**config.mk**
```make
export PLATFORM = sky130hd
export DESIGN_NAME = line_window_ctrl
export DESIGN_NICKNAME = d
export VERILOG_FILES = /design/src/rtl/line_window_ctrl.sv
export SDC_FILE = /design/constraint.sdc
export NUM_CORES = 1
export LEC_CHECK = 0
export BUFFER_PORTS_ARGS = -buffer_cell sky130_fd_sc_hd__clkbuf_2
export CAP_MARGIN = 20
export CORE_UTILIZATION = 50
export DETAILED_ROUTE_END_ITERATION = 10
export GPL_TIMING_DRIVEN = 0
export HOLD_SLACK_MARGIN = 0.12
export PLACE_DENSITY = 0.78
export SLEW_MARGIN = 20
export SYNTH_ARGS = -nofsm -noshare
export SYNTH_HDL_FRONTEND = slang
export SYNTH_SLANG_ARGS = --single-unit
export TNS_END_PERCENT = 30
```
**constraint.sdc**
```tcl
create_clock -name clk -period 2.95 [get_ports clk]
set_input_delay 0.1475 -clock clk [delete_from_list [all_inputs] [get_ports clk]]
set_output_delay 0.1475 -clock clk [all_outputs]
set_load 0.05 [all_outputs]
```
**src/rtl/line_window_ctrl.sv**
```systemverilog
// line_window_ctrl: raster stream -> 3x3 window sequencer for a 2-tap line buffer.
// Gates the line buffer, tracks frame position, emits in-image windows.
// Ports:
//   clk, rst_n          clock, synchronous active-low reset
//   pix_in/_valid/_sof  raster pixel stream, SOF marks pixel (0,0)
//   sr_din, sr_ce       line buffer data in / advance enable
//   sr_tap1, sr_tap0    line buffer taps: pixel (r-1,c) / (r-2,c)
//   win_out/_valid      registered 3x3 window, one-cycle strobe
//   win_row, win_col    window centre position
//   frame_done, err_sof end-of-frame pulse, mid-frame SOF pulse
module line_window_ctrl #(
  parameter int DATA_WIDTH = 8,
  parameter int IMG_WIDTH  = 400,
  parameter int IMG_HEIGHT = 400
) (
  input  logic                    clk,
  input  logic                    rst_n,
  input  logic [DATA_WIDTH-1:0]   pix_in,
  input  logic                    pix_in_valid,
  input  logic                    pix_in_sof,
  output logic [DATA_WIDTH-1:0]   sr_din,
  output logic                    sr_ce,
  input  logic [DATA_WIDTH-1:0]   sr_tap1,
  input  logic [DATA_WIDTH-1:0]   sr_tap0,
  output logic [9*DATA_WIDTH-1:0] win_out,
  output logic                    win_valid,
  output logic [8:0]              win_row,
  output logic [8:0]              win_col,
  output logic                    frame_done,
  output logic                    err_sof
);

  localparam logic [8:0] W_LAST = 9'(IMG_WIDTH - 1);
  localparam logic [8:0] H_LAST = 9'(IMG_HEIGHT - 1);

  typedef enum logic [1:0] {
    IDLE,
    PRIME,
    ACTIVE,
    DONE
  } state_t;

  state_t state;

  // col/row hold the position of the next pixel to arrive
  logic [8:0] col;
  logic [8:0] row;

  // stored columns c-2 (old) and c-1 (mid); index 0 = oldest row
  logic [DATA_WIDTH-1:0] col_old [3];
  logic [DATA_WIDTH-1:0] col_mid [3];
  logic [DATA_WIDTH-1:0] col_new [3];

  logic                    in_frame;
  logic                    accept;
  logic                    sof_acc;
  logic [8:0]              cur_c;
  logic [8:0]              cur_r;
  logic                    last_col;
  logic                    win_hit;
  logic [9*DATA_WIDTH-1:0] win_next;

  assign in_frame = (state == PRIME) || (state == ACTIVE);
  assign accept   = rst_n && pix_in_valid &&
                    (in_frame || (state == IDLE && pix_in_sof));
  assign sof_acc  = accept && pix_in_sof;
  assign sr_ce    = accept;
  assign sr_din   = pix_in;

  assign cur_c    = sof_acc ? 9'd0 : col;
  assign cur_r    = sof_acc ? 9'd0 : row;
  assign last_col = (cur_c == W_LAST);

  // a SOF in ACTIVE makes the pixel (0,0), so no window there
  assign win_hit  = (state == ACTIVE) && !pix_in_sof &&
                    (cur_r >= 9'd2) && (cur_c >= 9'd2);

  assign col_new[0] = sr_tap0;
  assign col_new[1] = sr_tap1;
  assign col_new[2] = pix_in;

  always_comb begin
    win_next = '0;
    for (int i = 0; i < 3; i++) begin
      win_next[DATA_WIDTH*(3*i)   +: DATA_WIDTH] = col_old[i];
      win_next[DATA_WIDTH*(3*i+1) +: DATA_WIDTH] = col_mid[i];
      win_next[DATA_WIDTH*(3*i+2) +: DATA_WIDTH] = col_new[i];
    end
  end

  always_ff @(posedge clk) begin
    if (!rst_n) begin
      state      <= IDLE;
      col        <= '0;
      row        <= '0;
      col_old    <= '{default: '0};
      col_mid    <= '{default: '0};
      win_out    <= '0;
      win_valid  <= 1'b0;
      win_row    <= '0;
      win_col    <= '0;
      frame_done <= 1'b0;
      err_sof    <= 1'b0;
    end else begin
      win_valid  <= 1'b0;
      frame_done <= 1'b0;
      err_sof    <= 1'b0;

      if (state == DONE) begin
        state <= IDLE;
      end

      if (accept) begin
        col_old <= col_mid;
        col_mid <= col_new;

        unique case (1'b1)
          sof_acc: begin
            col     <= 9'd1;
            row     <= '0;
            state   <= PRIME;
            err_sof <= (state != IDLE);
          end
          last_col: begin
            col <= '0;
            row <= row + 9'd1;
            if (state == PRIME && cur_r == 9'd1) begin
              state <= ACTIVE;
            end
            if (state == ACTIVE && cur_r == H_LAST) begin
              row        <= '0;
              state      <= DONE;
              frame_done <= 1'b1;
            end
          end
          default: begin
            col <= col + 9'd1;
          end
        endcase

        if (win_hit) begin
          win_valid <= 1'b1;
          win_out   <= win_next;
          win_row   <= cur_r - 9'd1;
          win_col   <= cur_c - 9'd1;
        end
      end
    end
  end

endmodule

```
==> summary.md <==
| Metric | Value |
|---|---|
| Vias in the first global route | approximately 5800 |
| Rel. slew slack | 59.1% |
| DR vias/cell | 5.28 |
| Die Y | around 120 um |
| CTS Buf Count | 17 |
| CTS tree | done |
| Largest net degree at the start of global routing | 17 |
| P_leak | between 4 and 5 nW |
| Fmax | 350 MHz |
| CP Launch Point | state[0] |
| Num Clock Sinks | 161 |
| Gpl congestion | between 0.8 and 0.9 |
| Initial Utilization | around half |
| Gate Count Post-Synth | 764 |
| Worst VDD drop | about 0.38 mV |
| Critical R2R Launch | state[0] |
| Mapped Nets | 804 |
| Crit Path Max Fanout | 5 |
| Initial DRC count | around 330 |
| # fillers | about 1100 |
| Maximum buffer depth of the clock tree | 2 |
| Max_cap viols | 0 |
| Fraction of layout cells with a size suffix above 1 | a little over a fifth |
| Final worst path period share | a little over nine tenths |
| R2R depth | 10 |
| Critical Path RT | between 3 and 4 ns |
| Max Slew Vio Count | 0 |
| DRC viols | 0 |
| Actual slew at the worst max-slew pin | around 0.61 ns |
| Initial antenna violation count | 0 |
| CTS root buf | clkbuf_16 |
| Initial DRT Pass Iterations | 5 |
| Count leader, synth | nand2_1 |
| Gr usage total | 25.8% |
| Mapped Avg Cell Area | roughly 8.8 um2 |
| Port bufs | about 130 |
| Die width | around 120 um |
| Final setup margin | between 0.09 and 0.1 ns |
| Main synth FF type | dfxtp_1 |
| Critical path class | flip-flop to flip-flop |
| Outcome | completed |
| I/O Pins | 130 |
| Count of different cell masters after synthesis | 53 |
| FP Rows | 42 |
| Die area | roughly 14000 um2 |
| Antenna cells | 0 |
| Total global routing overflow | 0 |
| First-pass GRT wire length | 28400 um |
| Ys async rst share | 0% |
| Yosys top cell area share | between 40% and 50% |
| Final std cells w/o fill | roughly 1100 |
| Nets | a little under 1000 |
| DR WL/cell | between 15 and 20 um |
| P per Cell Area | approximately 560 nW/um2 |
| H-tree depth | 4 |
| Dpl ws | -0.631 ns |
| Max incr delay on CP | 0.52 ns |
| Synthesized area | slightly below 7000 um2 |
| R2R setup slack | between 0.09 and 0.1 ns |
| Critical path launch point type | flip-flop |
| EDFF count, synth | 0 |
| Top post-synthesis cells by area | dfxtp_1, mux2i_1, nand2_1 |
| Post-Route WL | about 18000 um |
| Tmin final | between 2 and 3 ns |
| Dpl cells | roughly 1100 |
| Synth Register Bits | 161 |
| Worst Path Arrival | 3.17 ns |
| Core Util, Final | roughly two thirds |
| Fin. Hold Viols | 0 |
| Skew final | around 0.0082 ns |
| Final Power | roughly 0.005 W |
| Finish-stage setup viols | 0 |
| Yosys warnings | 0 |
| Dpl hpwl | approximately 12000 um |
| Largest area contributor in the netlist | dfxtp_1 |
| Critical Path Sink | state[0] |
| Antenna Nets Post-Route | 0 |
| List of most frequent post-synthesis cells | nand2_1, dfxtp_1, mux2i_1 |
| Via count | just under 6000 |
| Clk pin slew, worst setup/hold paths | about 0.060 ns |
| Worst-Skew Late Latency | 0.43 ns |
| Hold Crit Class | input port to flip-flop |
| CORE AREA | ~13000 um2 |
| Reg2reg end | state[0] |
| Seq/Total Area, Yosys | between 40% and 50% |
| Area growth syn-to-layout | 29.0% |
| Critical path, cell by cell | inv_1, ha_4, o2111ai_4, buf_8, and2_1, ha_1, and4b_1, a31oi_1, or4b_1, a311o_1 |
| Setup crit end kind | flip-flop |
| Slowest-stage cell, CP | or4b_1 |
## metrics by stage
step / TNS, ns / hold WS (ns) / cell area, um2
2_1_floorplan: 0 / 0.256 / 6730
3_3_place_gp: -48.30 / 0.363 / 7590
3_5_place_dp: -53.04 / 0.368 / 7590
4_1_cts: 0 / 0.150 / 8610
5_1_grt: -0.0115 / 0.190 / 8680
6_report: 0 / 0.153 / 8680
## flip-flops by register name, indices dropped and copies added (netlist names)
register and flops:
state 2, win_out 72, frame_done 1, col_mid 24, win_valid 1, col_old 24
err_sof 1, win_row 9, row 9, win_col 9, col 9
## what timing repair did
action,4_1_cts,5_1_grt
endpoints found under the hold margin,48,0
resized for setup,29,14
pin swaps,1,2
hold buffers,24,0
setup endpoints to repair,109,99
setup buffers,5,3
## area by class of cell
class                      count  area [um2]  area share, %
buffer                        60         362           4.17
clock buffer                  19         443           5.10
clock inverter                13         198           2.28
inverter                      46         173           1.99
multi-input combinational    496        3120           36.0
sequential                   161        3220           37.1
tap                          176         220           2.54
timing repair buffer         160         941           10.8
## worst min path at each step
stage / from / to / slack [ns] / depth (start not counted)
after floorplan: pix_in[0] / col_mid[0] / 0.26 / 2
after global placement: sr_tap1[1] / col_mid[9] / 0.36 / 3
after detailed placement: sr_tap1[4] / col_mid[12] / 0.37 / 3
after CTS: pix_in_sof / col[0] / 0.15 / 3
after global routing: pix_in_sof / col[0] / 0.19 / 3
final: pix_in_sof / col[0] / 0.15 / 3
## power breakdown
part	leakage [nW]	switching [W]	internal (W)
registers	1.30	0.0000181	0.00221
clock network	0.308	0.000932	0.00146
logic	2.59	0.000181	0.0000950
total	4.20	0.00113	0.00376
## cells in the final DEF, fill, tap and decap left out, drive strengths merged, types with 9 or more instances in the layout
cell	n
a21oi	11
buf	30
clkbuf	185
dfxtp	161
dlygate4sd3	24
ha	12
inv	50
mux2i	87
nand2	194
nand3	10
nor2	15
nor3	13
o21ai	57
xnor2	9
## worst max-delay path, delay by kind of cell (launching register included)
kind | cells | cell delay [ns]
adders and majority gates | 2 | 0.44
and+or+nand+nor | 3 | 0.92
DFF | 1 | 0.35
buffers and inverters | 2 | 0.25
AOI/OAI and AO/OA | 3 | 0.78
## cell families after synthesis
kind of cell / share of synthesized area, %
AOI/OAI and AO/OA: 10.5
xor gates and xnor gates: 1.30
buffers and inverters: 6.99
adders and majority gates: 2.23
muxes: 12.9
DFF: 47.9
and+or+nand+nor: 18.1
## layer usage
layer  wire length, um  GRT usage, %
met1              7770          32.2
met2              8330          42.5
met3               928          5.33
met4               529          12.3
met5                 0             0
Note: power is estimated with default switching activity, not from simulation.
